===== src/rtl/ct_ifu_icache_tag_arb_pkg.sv =====
// Shared definitions for the I-cache tag-array arbiter: FSM encoding, tag word layout and field offsets.
package ct_ifu_icache_tag_arb_pkg;

    localparam int unsigned TAG_W    = 28;
    localparam int unsigned WAY_W    = TAG_W + 1;
    localparam int unsigned WORD_W   = 2 * WAY_W + 1;
    localparam int unsigned INDEX_W  = 16;
    localparam int unsigned SET_NUM  = 256;
    localparam int unsigned SET_LSB  = 5;
    localparam int unsigned WEN_W    = 3;

    localparam int unsigned LRU_BIT  = 58;
    localparam int unsigned WAY1_MSB = 57;
    localparam int unsigned WAY1_LSB = 29;
    localparam int unsigned WAY0_MSB = 28;
    localparam int unsigned WAY0_LSB = 0;

    // Active-low field write enables: [2] LRU, [1] way1, [0] way0
    localparam logic [WEN_W-1:0] WEN_NONE      = 3'b111;
    localparam logic [WEN_W-1:0] WEN_ALL       = 3'b000;
    localparam logic [WEN_W-1:0] WEN_REFILL_W0 = 3'b010;
    localparam logic [WEN_W-1:0] WEN_REFILL_W1 = 3'b001;

    typedef enum logic [1:0] {
        ST_IDLE  = 2'd0,
        ST_SWEEP = 2'd1,
        ST_DONE  = 2'd2
    } inv_state_e;

    typedef struct packed {
        logic             valid;
        logic [TAG_W-1:0] tag;
    } way_entry_t;

    typedef struct packed {
        logic       lru;
        way_entry_t way1;
        way_entry_t way0;
    } tag_word_t;

    function automatic way_entry_t way_of(input logic [WORD_W-1:0] word, input logic way);
        if (way) begin
            return way_entry_t'(word[WAY1_MSB:WAY1_LSB]);
        end
        return way_entry_t'(word[WAY0_MSB:WAY0_LSB]);
    endfunction

endpackage


===== src/rtl/ct_ifu_icache_tag_arb_tag_cmp.sv =====
// Per-way hit compare of one tag array entry against the registered fetch tag.
module ct_ifu_icache_tag_cmp
    import ct_ifu_icache_tag_arb_pkg::*;
(
    input  logic             vld,
    input  way_entry_t       entry,
    input  logic [TAG_W-1:0] tag,
    output logic             hit
);

    assign hit = vld & entry.valid & (entry.tag == tag);

endmodule


===== src/rtl/ct_ifu_icache_tag_arb.sv =====
// I-cache tag-array arbiter: invalidate sweep, refill writes and fetch lookups with hit detect.
// Optional fetch anti-starvation guard enabled by defining CT_IFU_TAG_ARB_STARVE_GUARD_EN.
module ct_ifu_icache_tag_arb
    import ct_ifu_icache_tag_arb_pkg::*;
#(
    parameter int unsigned IDX_W      = 8,
    parameter int unsigned STARVE_MAX = 4
)
(
    input  logic                forever_cpuclk,
    input  logic                cpurst,
    input  logic                fetch_req,
    input  logic [INDEX_W-1:0]  fetch_index,
    input  logic [TAG_W-1:0]    fetch_tag,
    output logic                fetch_gnt,
    input  logic                refill_req,
    input  logic                refill_way,
    input  logic [INDEX_W-1:0]  refill_index,
    input  logic [TAG_W-1:0]    refill_tag,
    output logic                refill_gnt,
    input  logic                cp0_inv_req,
    output logic                inv_busy,
    output logic                inv_done,
    output logic                tag_cen_b,
    output logic [WEN_W-1:0]    tag_wen,
    output logic [INDEX_W-1:0]  tag_index,
    output logic [WORD_W-1:0]   tag_din,
    output logic                tag_clk_en,
    input  logic [WORD_W-1:0]   tag_dout,
    output logic                rd_vld,
    output logic [1:0]          hit_way,
    output logic                rd_lru
);

    localparam logic [IDX_W-1:0] SWEEP_LAST = {IDX_W{1'b1}};

    inv_state_e         state;
    logic [IDX_W-1:0]   sweep_cnt;
    logic [INDEX_W-1:0] sweep_index;
    logic               arb_en;
    logic               force_fetch;
    logic [TAG_W-1:0]   fetch_tag_q;
    tag_word_t          din_word;
    way_entry_t         way0_entry;
    way_entry_t         way1_entry;

    // Invalidate-all sequencer; a reset mid-sweep simply drops back to IDLE
    always_ff @(posedge forever_cpuclk or posedge cpurst) begin
        if (cpurst) begin
            state     <= ST_IDLE;
            sweep_cnt <= '0;
            inv_busy  <= 1'b0;
            inv_done  <= 1'b0;
        end else begin
            case (state)
                ST_IDLE: begin
                    if (cp0_inv_req) begin
                        state     <= ST_SWEEP;
                        sweep_cnt <= '0;
                        inv_busy  <= 1'b1;
                    end
                end
                ST_SWEEP: begin
                    sweep_cnt <= sweep_cnt + IDX_W'(1);
                    if (sweep_cnt == SWEEP_LAST) begin
                        state    <= ST_DONE;
                        inv_done <= 1'b1;
                    end
                end
                ST_DONE: begin
                    state    <= ST_IDLE;
                    inv_busy <= 1'b0;
                    inv_done <= 1'b0;
                end
                default: begin
                    state    <= ST_IDLE;
                    inv_busy <= 1'b0;
                    inv_done <= 1'b0;
                end
            endcase
        end
    end

`ifdef CT_IFU_TAG_ARB_STARVE_GUARD_EN
    localparam int unsigned STARVE_CW = $clog2(STARVE_MAX + 1);

    logic [STARVE_CW-1:0] starve_cnt;

    // Counts refill wins over a waiting fetch; cleared once fetch is served or withdrawn
    always_ff @(posedge forever_cpuclk or posedge cpurst) begin
        if (cpurst) begin
            starve_cnt <= '0;
        end else if (!fetch_req || fetch_gnt) begin
            starve_cnt <= '0;
        end else if (refill_gnt) begin
            starve_cnt <= starve_cnt + STARVE_CW'(1);
        end
    end

    assign force_fetch = fetch_req && (starve_cnt >= STARVE_CW'(STARVE_MAX));
`else
    logic unused_starve_max;

    assign unused_starve_max = (STARVE_MAX == 0);
    assign force_fetch       = 1'b0;
`endif

    // Single-grant arbitration, only while the sequencer is idle
    always_comb begin
        arb_en     = (state == ST_IDLE) && !cpurst;
        refill_gnt = arb_en && refill_req && !force_fetch;
        fetch_gnt  = arb_en && fetch_req && !refill_gnt;
    end

    always_comb begin
        sweep_index                     = '0;
        sweep_index[SET_LSB +: IDX_W]   = sweep_cnt;
    end

    // Tag array port mux: sweep write, refill write, fetch read, or idle
    always_comb begin
        tag_cen_b = 1'b1;
        tag_wen   = WEN_NONE;
        tag_index = '0;
        din_word  = '0;
        if (state == ST_SWEEP) begin
            tag_cen_b = 1'b0;
            tag_wen   = WEN_ALL;
            tag_index = sweep_index;
        end else if (refill_gnt) begin
            tag_cen_b    = 1'b0;
            tag_wen      = refill_way ? WEN_REFILL_W1 : WEN_REFILL_W0;
            tag_index    = refill_index;
            din_word.lru = ~refill_way;
            if (refill_way) begin
                din_word.way1 = way_entry_t'({1'b1, refill_tag});
            end else begin
                din_word.way0 = way_entry_t'({1'b1, refill_tag});
            end
        end else if (fetch_gnt) begin
            tag_cen_b = 1'b0;
            tag_index = fetch_index;
        end
    end

    assign tag_din    = din_word;
    assign tag_clk_en = ~tag_cen_b;

    // Lookup pipeline: compare tag captured alongside the array read
    always_ff @(posedge forever_cpuclk or posedge cpurst) begin
        if (cpurst) begin
            rd_vld      <= 1'b0;
            fetch_tag_q <= '0;
        end else begin
            rd_vld <= fetch_gnt;
            if (fetch_gnt) begin
                fetch_tag_q <= fetch_tag;
            end
        end
    end

    assign way0_entry = way_of(tag_dout, 1'b0);
    assign way1_entry = way_of(tag_dout, 1'b1);

    ct_ifu_icache_tag_cmp u_cmp_way0 (
        .vld   (rd_vld),
        .entry (way0_entry),
        .tag   (fetch_tag_q),
        .hit   (hit_way[0])
    );

    ct_ifu_icache_tag_cmp u_cmp_way1 (
        .vld   (rd_vld),
        .entry (way1_entry),
        .tag   (fetch_tag_q),
        .hit   (hit_way[1])
    );

    assign rd_lru = rd_vld & tag_dout[LRU_BIT];

endmodule


===== config.mk =====
export PLATFORM = sky130hd
export DESIGN_NAME = ct_ifu_icache_tag_arb
export DESIGN_NICKNAME = d
export VERILOG_FILES = /design/src/rtl/ct_ifu_icache_tag_arb_pkg.sv /design/src/rtl/ct_ifu_icache_tag_arb_tag_cmp.sv /design/src/rtl/ct_ifu_icache_tag_arb.sv
export SDC_FILE = /design/constraint.sdc
export NUM_CORES = 1
export LEC_CHECK = 0
export BUFFER_PORTS_ARGS = -buffer_cell sky130_fd_sc_hd__buf_2
export CAP_MARGIN = 20
export CORE_AREA = 2 2 92 94
export CTS_CLUSTER_DIAMETER = 80
export DETAILED_ROUTE_END_ITERATION = 7
export DIE_AREA = 0 0 94 96
export PLACE_DENSITY_LB_ADDON = 0.15
export SETUP_SLACK_MARGIN = 0.15
export SYNTH_ARGS = -nofsm -noshare
export SYNTH_HDL_FRONTEND = slang
export SYNTH_SLANG_ARGS = --single-unit

===== constraint.sdc =====
create_clock -name forever_cpuclk -period 1.67 [get_ports forever_cpuclk]
set_input_delay 0 -clock forever_cpuclk [delete_from_list [all_inputs] [get_ports forever_cpuclk]]
set_output_delay 0 -clock forever_cpuclk [all_outputs]
set_load 0.05 [all_outputs]

==> results, run 1 <==
- The flow ran to the end, but the final reports show violations.
- The checks that failed: setup timing.
- approximately 240 I/O pins were placed.
- The average wire per cell in the routed design is 19.48 µm.
- The clock sink total is 41.
- The number of design-rule violations left by the first detailed-router iteration is around 160.
- The switching share of power is 0.4018.
- Detailed routing inserted a total of between 4,000 and 5,000 vias.
- The worst clock skew is 12.78 ps.
- The number of hold violations in the final report is 0.
- The area share of the largest cell type after synthesis is 0.3525.
- Max-cap violations in this run came to 0.
- The switching power of the nets is ~1.5 mW.
- Yosys attributes the largest share of cell area to dfrtp_1, and2_1, nand2_1.
- Counting stages on the worst path, the most repeated cell is and2_4.
- Setup violations remaining at the end of the flow were counted as 90.
- The initial antenna violation count is 1.
- The final layout contains routed wiring with a total length of 15.33 mm.
- The number of nets in the final layout is between 800 and 900.
- The pre-antenna-repair detailed-routing pass consisted of 5 iterations.
- The share of total power dissipated in combinational logic is 0.437.
- The biggest cell delay along the critical path is around 400 ps.
- The final hold slack is 244.7 ps.
- The setup path with the least slack is of type register to output port.
- The analysis attributes to cell leakage a power of 3.480 nW.
- For the finished layout, the period the worst path requires is 1914 ps.
- The worst setup path is captured at an output port.
- The cell count of the worst reg-to-reg path is 11.
- The source of the worst register-to-register timing path is state[0].
- The highest fanout seen on the critical path is 8.
- Of the total power, registers draw 0.368.
- The total global routing overflow is 0.
- The die is roughly 96 µm tall.
- The vias per cell is 5.146.
- TritonCTS built the clock tree.
- The floorplan step defined a die boundary enclosing 0.009024 mm².
- The horizontal die dimension is ~94 µm.
- The half-perimeter wire length of the detailed placement result is 8.072 mm.
- The final clock period utilization by the worst path is 1.146.
- The capture point of the worst reg-to-reg path is fetch_tag_q[23].
- The site row count is 33.
- Setup repair after global routing could not meet its margin everywhere.
- The total clock buffers created by CTS is 5.
- The worst slack at placement is -23.09 ps.
- The H-tree generated during clock tree synthesis spans 2 levels.
- The root buffer selected by CTS is clkbuf_8.
- The number of global-route vias before repair was 4,134.
- The internal power is 2.184 mW.
- After clock tree synthesis, the clock-pin slew on the worst setup and hold paths is 80 ps.
- In this run the cell area measured after placement is ~0.0044 mm².
- The later pin in the worst-skew pair is clocked with a latency of 300 ps.
- In this run the standard cell core region covers 0.008051 mm².
- The core utilization of the finished layout is 0.8239.
- The transition time of the tightest slew-check pin is 415.8 ps.
- The final sum of negative setup slack is -13,900 ps.
- The initial standard-cell utilization of the core is 0.3615.
- From synthesis to final layout, the design area changed by 127.9%.
- The DRC violation count after routing is 0.
- The post-synth net total is 512.
- The count of antenna diodes in the layout is 0.
- The data required time at the worst endpoint is 1670 ps.
- After layout, the worst setup slack is -243.9 ps.
- The global router's overall resource usage is 0.2903.
- Routability-driven placement finished with a final weighted congestion of 0.8329.
- The largest area contributor in the netlist is dfrtp_1.
- Summing every instance area after synthesis gives 0.002910 mm².
- The headroom to the max-slew limit is 0.7211.
- Based on the critical path, the design can be clocked at up to 0.5225 GHz.
- Buffers placed on the I/O ports in this run total 240.
- The pin count of the biggest net entering global routing is 33.
- Of the synthesized area, sequential elements account for 0.3525.
- STA classifies the critical path startpoint as a register.
- The share of power burned in the clock network is 0.195.
- The number of placed instances with taps included is around 700.
- The number of non-filler instances in the completed layout is 787.
- The first global-routing pass estimated between 20 and 25 mm of wire.
- The number of distinct library cell variants in the gate-level netlist after synthesis is 32.
- The library cells used most frequently in the layout, excluding fill and tap cells, are buf_2, buf_8, nand2_1, and2_4, dfrtp_1.
- The combined buffer and inverter count along the critical path is 3.
- The design area is 0.006634 mm².
- The signal on the critical path passes through nor3_2, buf_4, and2_4, buf_6, and2b_4, and2_4, buf_8.
- The most frequent standard cell in the layout excluding fill and tap cells is buf_2.
- The clock passes through at most 2 buffers.
- In this design, the largest share of critical-path delay is due to simple AND/OR/NAND/NOR gates.
- The class of the tightest hold or removal check is input port to asynchronous set/reset pin.
- The post-synthesis register bit count is 41.
- The peak supply drop is 0.8951 mV.
- For flop-to-flop paths, the worst setup slack is -40 ps.
- The cell count after synthesis is 358.
- The slowest stage of the critical path is the dfrtp_1 cell.
- The total power per unit cell area is roughly 550 mW/mm².
- Overall power consumption after layout is estimated at approximately 3.7 mW.
- The share of post-route cells with drive strength above 1 is 0.6202.
- The antenna violation net count after detailed routing is 0.
- A synthesized cell averages 8.129 µm².
- The max-slew violation count is 0.
- STA puts the critical path data arrival time at 1910 ps.
- The Yosys step of the flow raised 0 warnings.
per-layer routing:
| metal | share of wire | global-route usage | vias to the layer above |
|---|---|---|---|
| met5 | 0 | 0 | - |
| met4 | 0.048 | 0.1099 | 0 |
| met3 | 0.069 | 0.04777 | 55 |
| met2 | 0.53 | 0.5500 | 224 |
| met1 | 0.35 | 0.3252 | 1937 |
| li1 | - | - | 1834 |
flip-flops by register name (all words and copies together), names as in the netlist:
| register | count |
|---|---|
| sweep_cnt | 8 |
| fetch_tag_q | 28 |
| rd_vld | 1 |
| inv_done | 1 |
| state | 2 |
| inv_busy | 1 |
power by group through the flow:
| stage | Sequential (mW) | Combinational, mW | Clock, mW |
|---|---|---|---|
| detailed placement | 1.34 | 1.24 | 0 |
| global placement | 1.33 | 1.23 | 0 |
| floorplan | 1.31 | 0.828 | 0 |
| global route | 1.37 | 1.70 | 0.780 |
| CTS | 1.32 | 1.48 | 0.726 |
| finish | 1.34 | 1.59 | 0.713 |
synthesized netlist by cell type (all sizes together):
cell	count
nor2	12
inv	12
clkbuf	3
nand2b	1
dfrtp	41
buf	16
o311ai	1
a22o	9
o21ai	10
a222oi	7
and2	59
a21o	2
and3	4
a21oi	5
nand3	3
nand2	89
and2b	1
xnor2	18
a41oi	1
nand4	9
nand3b	1
nor4	10
xor2	38
a221oi	1
nor3	4
ha	1
cell families (layout without fill, tap and decap cells):
| kind of cell | count (synthesis) | after routing | share of synthesized area |
|---|---|---|---|
| xor+xnor | 56 | 56 | 0.1685 |
| buf+inv | 31 | 352 | 0.05417 |
| simple gates | 193 | 196 | 0.3293 |
| flops | 41 | 41 | 0.3525 |
| compound gates | 36 | 36 | 0.09114 |
| fa+ha+maj | 1 | 1 | 0.004299 |
final cells by class:
class                   instances  area, µm²
well taps                     105      131.4
repair buffers                332       3167
flip-flops and latches         41       1026
clock buffers                   6      82.58
inverters                      12      47.55
multi-input cells             289       2166
clock inverters                 2      13.76
fillers                       463       1418
worst max path at each step:
stage                               start            to  slack [ps]  cells after the start
after floorplan                  state[0]    tag_clk_en           3                      2
after global placement    fetch_tag_q[25]    hit_way[0]          10                      5
after detailed placement  fetch_tag_q[18]    hit_way[0]         -20                      5
after CTS                 fetch_tag_q[21]    hit_way[0]        -220                      5
after global routing             state[0]  tag_index[6]        -350                      9
final                            state[0]   tag_din[14]        -240                      7
worst min-delay path: stages:
cell and delay [ps]:
buf_2 130, dlygate4sd3_1 570, clkinv_1 240
what timing repair did:
| action | in CTS | in global routing |
|---|---|---|
| endpoints found under the setup margin | 82 | 116 |
| gates cloned | 9 | 5 |
| hold endpoints to repair | 70 | 0 |
| hold buffers | 30 | 0 |
| setup buffers | 27 | 10 |
| resized for setup | 310 | 89 |
| pin swaps | 48 | 44 |
Note: power is estimated with default switching activity, not from simulation.
==> inputs of run 2 (changes only) <==
--- a/config.mk
+++ b/config.mk
@@ -5,12 +5,14 @@
 export SDC_FILE = /design/constraint.sdc
 export NUM_CORES = 1
 export LEC_CHECK = 0
+export ABC_AREA = 1
 export BUFFER_PORTS_ARGS = -buffer_cell sky130_fd_sc_hd__buf_2
 export CAP_MARGIN = 20
-export CORE_AREA = 2 2 92 94
+export CORE_MARGIN = 2
+export CORE_UTILIZATION = 40
 export CTS_CLUSTER_DIAMETER = 80
 export DETAILED_ROUTE_END_ITERATION = 7
-export DIE_AREA = 0 0 94 96
+export HOLD_SLACK_MARGIN = 0.03
 export PLACE_DENSITY_LB_ADDON = 0.15
 export SETUP_SLACK_MARGIN = 0.15
 export SYNTH_ARGS = -nofsm -noshare
==> results, run 2 <==
- The largest registers in the layout are fetch_tag_q (28), sweep_cnt (8), state (2).
- The horizontal die dimension is 95.20 µm (+1.3%).
- The number of nets in the final layout came to 1,032 (+24%).
- The root buffer selected by CTS is clkbuf_8.
- The CTS clock-pin slew for the worst setup and hold paths is 90 ps (about the same).
- The post-synth net total is 737 (+44%).
- The warning count from the yosys run is 0 (unchanged).
- The sequential-to-total area share from yosys stat is 0.3084 (-0.04415).
- The global router's overall resource usage is 0.3065 (+0.01622).
- In this run the worst setup path begins at state[0].
- The source-to-sink clock delay at the later pin of the worst-skew pair was 300 ps (about the same).
- The level count of the clock H-tree came to 2 (unchanged).
- The flow ran to the end, but the final reports show violations.
- The highest fanout seen on the critical path was 6 (-2).
- The final clock period utilization by the worst path is 1.054 (-0.09161).
- The site row count is 33 (unchanged).
- The checks that failed: setup timing.
- The highest achievable clock rate is 0.5679 GHz (+8.7%).
- The worst setup margin is -90.94 ps (+153.0 ps).
- The most frequent standard cell in the layout excluding fill and tap cells is nand2_1.
- The final critical path time including I/O delays and setup is 1761 ps (-153.0 ps).
- The total routed wirelength is 16.42 mm (+7.1%).
- The cell count after synthesis is 583 (+63%).
- The class of the tightest hold or removal check is input port to register.
- The number of iterations in the first detailed-routing pass is 5 (unchanged).
- The post-synthesis register bit count is 41 (unchanged).
- The vias after detailed routing was 4,872 (+20%).
- The routability-driven placement congestion ratio is 0.8971 (+7.7%).
- The flip-flop count of the largest register, all copies and words added is 28 (unchanged).
- The post-synthesis async set-or-reset flop share is 1.000 (unchanged).
- The most instantiated library cell after synthesis is nand2_1.
- The area growth from synthesis to layout is 107.4%.
- The core footprint is 0.008134 mm² (+1.0%).
- The initial antenna violation count came to 1 (unchanged).
- The number of design-rule violations left by the first detailed-router iteration is 217 (+39%).
- The pin count of the biggest net entering global routing came to 58 (+76%).
- The initial standard-cell utilization of the core is 0.4090 (+0.04755).
- The average wire per cell in the routed design came to 16.65 µm (-15%).
- The max-cap violation count came to 0 (unchanged).
- The setup path with the least slack is of type register to output port.
- The total global routing overflow is 0 (unchanged).
- fetch_tag_q holds more flip-flops than any other register.
- The worst setup path is captured at an output port.
- The max-slew violation count is 0 (unchanged).
- The count of flip-flops with a built-in enable after synthesis was 0 (unchanged).
- The number of non-filler instances in the completed layout was 986 (+25%).
- The wire length of the first global-routing pass is 21.38 mm (+6.4%).
- The DRC violation count after routing came to 0 (unchanged).
- The average cell area after synthesis was 5.707 µm² (-30%).
- The half-perimeter wire length of the detailed placement result is 9.855 mm (+22%).
- The area of the die is 0.009063 mm² (+0.43%).
- The worst setup path is launched from a register.
- In the layout the commonest cells are nand2_1, buf_2, inv_1, nor2_4, buf_6.
- The peak supply drop came to 0.3364 mV (-62%).
- The most frequently used flop master after synthesis is dfrtp_1.
- The antenna violation net count after detailed routing is 0 (unchanged).
- Setup repair after global routing could not meet its margin everywhere.
- The I/O pin count was 241 (unchanged).
- The standby leakage power is 3.739 nW (+7.4%).
- The TritonCTS clock tree is built.
- The transition time of the tightest slew-check pin is 558.1 ps (+142.3 ps).
- The data arrival at the endpoint of the critical path came to 1760 ps (-150 ps).
- The area share of the largest cell type after synthesis is 0.3084 (-0.04415).
- The number of global-route vias before repair is 4,480 (+8.4%).
- By area the synthesized netlist is led by dfrtp_1, nand2_1, inv_1.
- The source of the worst register-to-register timing path is state[0].
- The origin of the worst min-delay path is cp0_inv_req.
- The synthesized design spends more area on one cell type than any other, namely dfrtp_1.
- The number of distinct library cell variants in the gate-level netlist after synthesis was 26 (-19%).
- The headroom to the max-slew limit is 0.6279 (-0.09313).
- The number of hold violations in the final report is 0 (unchanged).
- The share of post-route cells with drive strength above 1 is 0.4869 (-0.1333).
- The total clock buffers created by CTS is 5 (unchanged).
- The clock sink total is 41 (unchanged).
- The worst clock skew is 9.527 ps (-3.250 ps).
- The fill cell total of the finished layout is 480 (+3.7%).
- The total power per unit cell area came to 316.4 mW/mm² (-43%).
- The die extent in y came to 95.20 µm (-0.83%).
- The number of placed instances with taps included is 920 (+32%).
- The vias per cell is 4.941 (-4.0%).
- The final number of setup-violating endpoints is 71 (-21%).
- The cell area after technology mapping is 0.003327 mm² (+14%).
- The power consumption is 2.183 mW (-40%).
- The largest buffer count on any clock path is 2 (unchanged).
- The quantity of I/O buffers inserted on ports is 240 (unchanged).
- Counting instances in the post-synthesis netlist gives the leading cell types as nand2_1, inv_1, nor2_1.
- The data required time at the worst endpoint is 1670 ps (about the same).
run 2: changes by cell type after synthesis, moves of 4 or more:
cell	before	now
o21ai_0	9	49
inv_1	11	112
a222oi_1	7	0
nor2_1	11	96
and3_1	4	0
nand3_1	3	16
xor2_1	38	1
nor4_1	10	0
a21oi_1	5	1
nand4_1	9	1
and2_1	59	0
nand2_1	89	220
xnor2_1	18	2
run 2: per-layer routing:
layer / part of all wire / GRT usage
met1: 0.38 / 0.3640
met2: 0.51 / 0.5458
met3: 0.074 / 0.05059
met4: 0.043 / 0.1268
met5: 0 / 0
run 2: what timing repair did:
action | in CTS | in global routing
setup endpoints to repair | 81 | 115
hold endpoints to repair | 69 | 0
resized for setup | 219 | 125
gates cloned | 2 | 9
hold buffers | 29 | 0
pin swaps | 10 | 12
setup buffers | 10 | 6
run 2: cells by family (layout without fill, tap and decap cells):
kind of cell    after synthesis  count (layout)  share of synthesized area
compound gates               64              64                     0.1102
simple gates                340             340                     0.3994
xor+xnor                      3               3                   0.007899
fa+ha+maj                     1               1                   0.003760
other cells                   0               2                          0
buf+inv                     134             430                     0.1704
flops                        41              41                     0.3084
run 2: worst max-delay path, cell delays in order, from the launching register on:
cell,delay [ps]
dfrtp_1,420
nor2_4,170
nand3_4,140
nor2_4,190
inv_6,80
buf_12,140
nand2_4,60
clkinvlp_4,100
buf_8,170
run 2: where the power goes:
part           switching (mW)  total (mW)  internal, mW
logic                   0.255       0.473         0.218
clock network           0.412       0.718         0.306
registers                   0       0.992         0.992
total                   0.668        2.18          1.52
run 2: final timing paths:
| path | to | slack [ps] | cells past startpoint |
|---|---|---|---|
| min reg2reg | inv_busy | 500 | 2 |
| max reg2reg | fetch_tag_q[26] | -20 | 9 |
| max in group asynchronous | rd_vld | 670 | 4 |
| min | inv_busy | 140 | 3 |
| min in group asynchronous | sweep_cnt[3] | 210 | 3 |
| max | tag_wen[0] | -90 | 8 |
run 2: area by class of cell:
cell class	count	area, µm²	area share
Antenna cell	2	5.005	0.0007254
Clock buffer	5	68.82	0.009975
Clock inverter	3	25.02	0.003627
Inverter	115	452.9	0.06565
Multi-Input combinational cell	408	2455	0.3558
Sequential cell	41	1028	0.1491
Tap cell	105	131.4	0.01904
Timing Repair Buffer	307	2733	0.3961
run 2: stage by stage:
stage | utilization | hold slack, ps | cell area [µm²] | TNS, ps | worst slack [ps]
after floorplan | - | 9.359 | 3826 | -323.8 | -15.99
after global placement | 0.6294 | -92.16 | 5120 | 0 | 190.1
after detailed placement | 0.6294 | -89.44 | 5120 | 0 | 111.7
after CTS | 0.7753 | 112.2 | 6306 | -303.0 | -36.91
after global routing | 0.8476 | 171.3 | 6894 | -8351 | -153.4
final | 0.8482 | 137.1 | 6899 | -1916 | -90.94
==> inputs of run 3 (changes only) <==
--- a/config.mk
+++ b/config.mk
@@ -10,10 +10,10 @@
 export CAP_MARGIN = 20
 export CORE_MARGIN = 2
 export CORE_UTILIZATION = 40
-export CTS_CLUSTER_DIAMETER = 80
+export CTS_CLUSTER_DIAMETER = 100
 export DETAILED_ROUTE_END_ITERATION = 7
 export HOLD_SLACK_MARGIN = 0.03
-export PLACE_DENSITY_LB_ADDON = 0.15
+export PLACE_DENSITY = 0.79
 export SETUP_SLACK_MARGIN = 0.15
 export SYNTH_ARGS = -nofsm -noshare
 export SYNTH_HDL_FRONTEND = slang
==> results, run 3 (synthesis gave the netlist of run 2 again) <==
- The total global routing overflow is 0 (unchanged).
- The number of global-route vias before repair was 4,642 (+3.6%).
- The average wire per cell in the routed design is 20.25 µm (+22%).
- The internal power was 1.699 mW (+12%).
- The top cell types in the final layout, fill and taps aside, are nand2_1, buf_2, inv_1, nor2_4, buf_8.
- The register with the most flip-flops is fetch_tag_q.
- The antenna violation net count after detailed routing is 0 (unchanged).
- The vias per cell came to 5.513 (+12%).
- The sort of element at the end of the critical path is an output port.
- The biggest cell delay along the critical path came to 390 ps (-30 ps).
- The met3 layer usage reported by global route is 0.07036 (+0.01976).
- The dominant cell type by count on the critical path is nand2_1.
- The class of the tightest hold or removal check is input port to register.
- The horizontal die dimension is 95.20 µm (unchanged).
- The quantity of I/O buffers inserted on ports is 240 (unchanged).
- The worst clock skew is 4.580 ps (-4.947 ps).
- The CTS clock-pin slew for the worst setup and hold paths is 90 ps (about the same).
- The max-cap violation count came to 0 (unchanged).
- The highest achievable clock rate is 0.4996 GHz (-12%).
- The total routed wirelength came to 20.11 mm (+23%).
- The routability-driven placement congestion ratio is 0.8822 (-1.7%).
- The critical path startpoint category is a register.
- The share of post-route cells with drive strength above 1 is 0.5051 (+0.01818).
- The standby leakage power is 3.867 nW (+3.4%).
- The worst setup margin is -331.6 ps (-240.6 ps).
- The post-placement cell area is 0.005095 mm² (-0.49%).
- The data arrival at the endpoint of the critical path is 2000 ps (+240 ps).
- The switching share of power is 0.2798 (-0.02606).
- The design area is 0.007179 mm² (+4.1%).
- The combinational share of power is 0.215 (-0.002).
- The source-to-sink clock delay at the later pin of the worst-skew pair came to 300 ps (about the same).
- In this run the clock root is driven by a clkbuf_8.
- The number of iterations in the first detailed-routing pass is 5 (unchanged).
- The clock sink total is 41 (unchanged).
- The final number of setup-violating endpoints came to 76 (+7.0%).
- Setup repair after global routing could not meet its margin everywhere.
- The type of the worst setup path is register to output port.
- The final clock period utilization by the worst path is 1.199 (+0.1441).
- The die extent in y is 95.20 µm (unchanged).
- The number of nets in the final layout came to 1,036 (+0.39%).
- The most heavily used metal layer in global routing is met2.
- The global routing met1 resource utilization is 0.3421 (-0.02195).
- The switching power of the nets is 660.1 µW (-1.1%).
- The flip-flop count of the largest register, all copies and words added is 28 (unchanged).
- The library cell used most frequently in the layout, excluding fill and tap cells, is nand2_1.
- The checks that failed: setup timing.
- The transition time of the tightest slew-check pin is 564.2 ps (+6.076 ps).
- The final critical path time including I/O delays and setup is 2002 ps (+240.6 ps).
- The TritonCTS clock tree is built.
- The headroom to the max-slew limit is 0.6239 (-0.004051).
- The site row count is 33 (unchanged).
- The post-synthesis to final-layout area growth is 115.8%.
- The pin count of the biggest net entering global routing was 42 (-28%).
- The largest registers in the layout are fetch_tag_q (28), sweep_cnt (8), state (2).
- The total power per unit cell area is 328.6 mW/mm² (+3.9%).
- Traced cell by cell, the critical path runs through inv_1, nand2_1, nand2_1, nor2_1, nand2_1, nor2_1, nand2_1, nor2_2, buf_6.
- The global router's overall resource usage is 0.3191 (+0.01264).
- The initial antenna violation count was 3 (+2).
- The global-route met2 utilization was 0.5663 (+0.02054).
- The share of power burned in the clock network is 0.364 (+0.035).
- The core footprint is 0.008134 mm² (unchanged).
- The DRC violation count after routing is 0 (unchanged).
- The number of hold violations in the final report is 0 (unchanged).
- The area of the die is 0.009063 mm² (unchanged).
- The wire length of the first global-routing pass is 22.11 mm (+3.4%).
- The vias after detailed routing is 5,474 (+12%).
- On the critical path, the stage with the largest delay is an instance of dfrtp_1.
- The max-slew violation count is 0 (unchanged).
- The worst slack at placement came to 188.3 ps (+76.60 ps).
- The level count of the clock H-tree was 2 (unchanged).
- The share of power burned in registers is 0.420 (-0.034).
- The power consumption was 2.359 mW (+8.1%).
- The peak supply drop is 0.3424 mV (+1.8%).
- The run finished, with violations left.
- The largest buffer count on any clock path is 2 (unchanged).
- The data required time at the worst endpoint is 1670 ps (about the same).
- The number of design-rule violations left by the first detailed-router iteration is 550 (+150%).
- The initial standard-cell utilization of the core is 0.4090 (unchanged).
- The highest fanout seen on the critical path is 3 (-3).
- The I/O pin count came to 241 (unchanged).
- The half-perimeter wire length of the detailed placement result is 9.815 mm (-0.41%).
- The total clock buffers created by CTS is 5 (unchanged).
[run 3: changes by cell type in the layout (fill, tap and decap cells not counted), sizes merged]
cell / delta
buf: +4
diode: +3
inv: -3
clkbuf: +2
bufinv: +1
clkinv: +1
clkinvlp: -1
[run 3: what timing repair did]
item | 4_1_cts | 5_1_grt
hold buffers | 29 | 0
gates cloned | 6 | 11
resized for setup | 220 | 161
setup buffers | 11 | 8
setup endpoints to repair | 80 | 116
endpoints found under the hold margin | 69 | 0
pin swaps | 12 | 20
[run 3: final timing paths]
kind	from	end	slack, ps	cells after the start
max in group asynchronous	cpurst	fetch_tag_q[15]	790	4
worst max-delay path	fetch_tag_q[23]	hit_way[0]	-330	9
worst max register to register	state[0]	fetch_tag_q[14]	10	9
worst min register to register	inv_busy	inv_busy	520	2
min in group asynchronous	cpurst	inv_busy	490	4
worst min-delay path	cp0_inv_req	inv_busy	240	3
[run 3: through the flow]
step	hold slack, ps	setup TNS, ps	std cells	utilization
after detailed placement	213.7	0	915	0.6264
after floorplan	9.359	-323.8	583	-
final	236.4	-4951	993	0.8826
after global routing	268.2	-9994	991	0.8820
after global placement	207.9	0	915	0.6264
after CTS	154.7	-369.9	969	0.7893
[run 3: layout make-up]
cell class / count / area, µm²
Timing Repair Buffer: 311 / 2865
Multi-Input combinational cell: 408 / 2565
Sequential cell: 41 / 1026
Fill cell: 351 / 954.7
Inverter: 115 / 462.9
Tap cell: 105 / 131.4
Clock buffer: 7 / 86.33
Clock inverter: 1 / 30.03
Antenna cell: 5 / 12.51
[run 3: critical path, delay by kind of cell, from the launching register on]
kind | cells | cell delay (ps)
buffers and inverters | 2 | 280
DFF | 1 | 390
and+or+nand+nor | 7 | 1020
[run 3: per-layer routing]
metal / wire length [µm] / part of all wire
met1: 6594 / 0.33
met2: 9604 / 0.48
met3: 1979 / 0.098
met4: 1934 / 0.096
met5: 0 / 0
[run 3: power groups by stage]
stage / Combinational (mW) / Sequential, mW / Clock (mW)
after detailed placement: 0.373 / 1.01 / 0
after global placement: 0.367 / 1.01 / 0
after CTS: 0.436 / 0.992 / 0.869
final: 0.508 / 0.992 / 0.860
after floorplan: 0.144 / 1.01 / 0
after global routing: 0.539 / 0.992 / 0.903
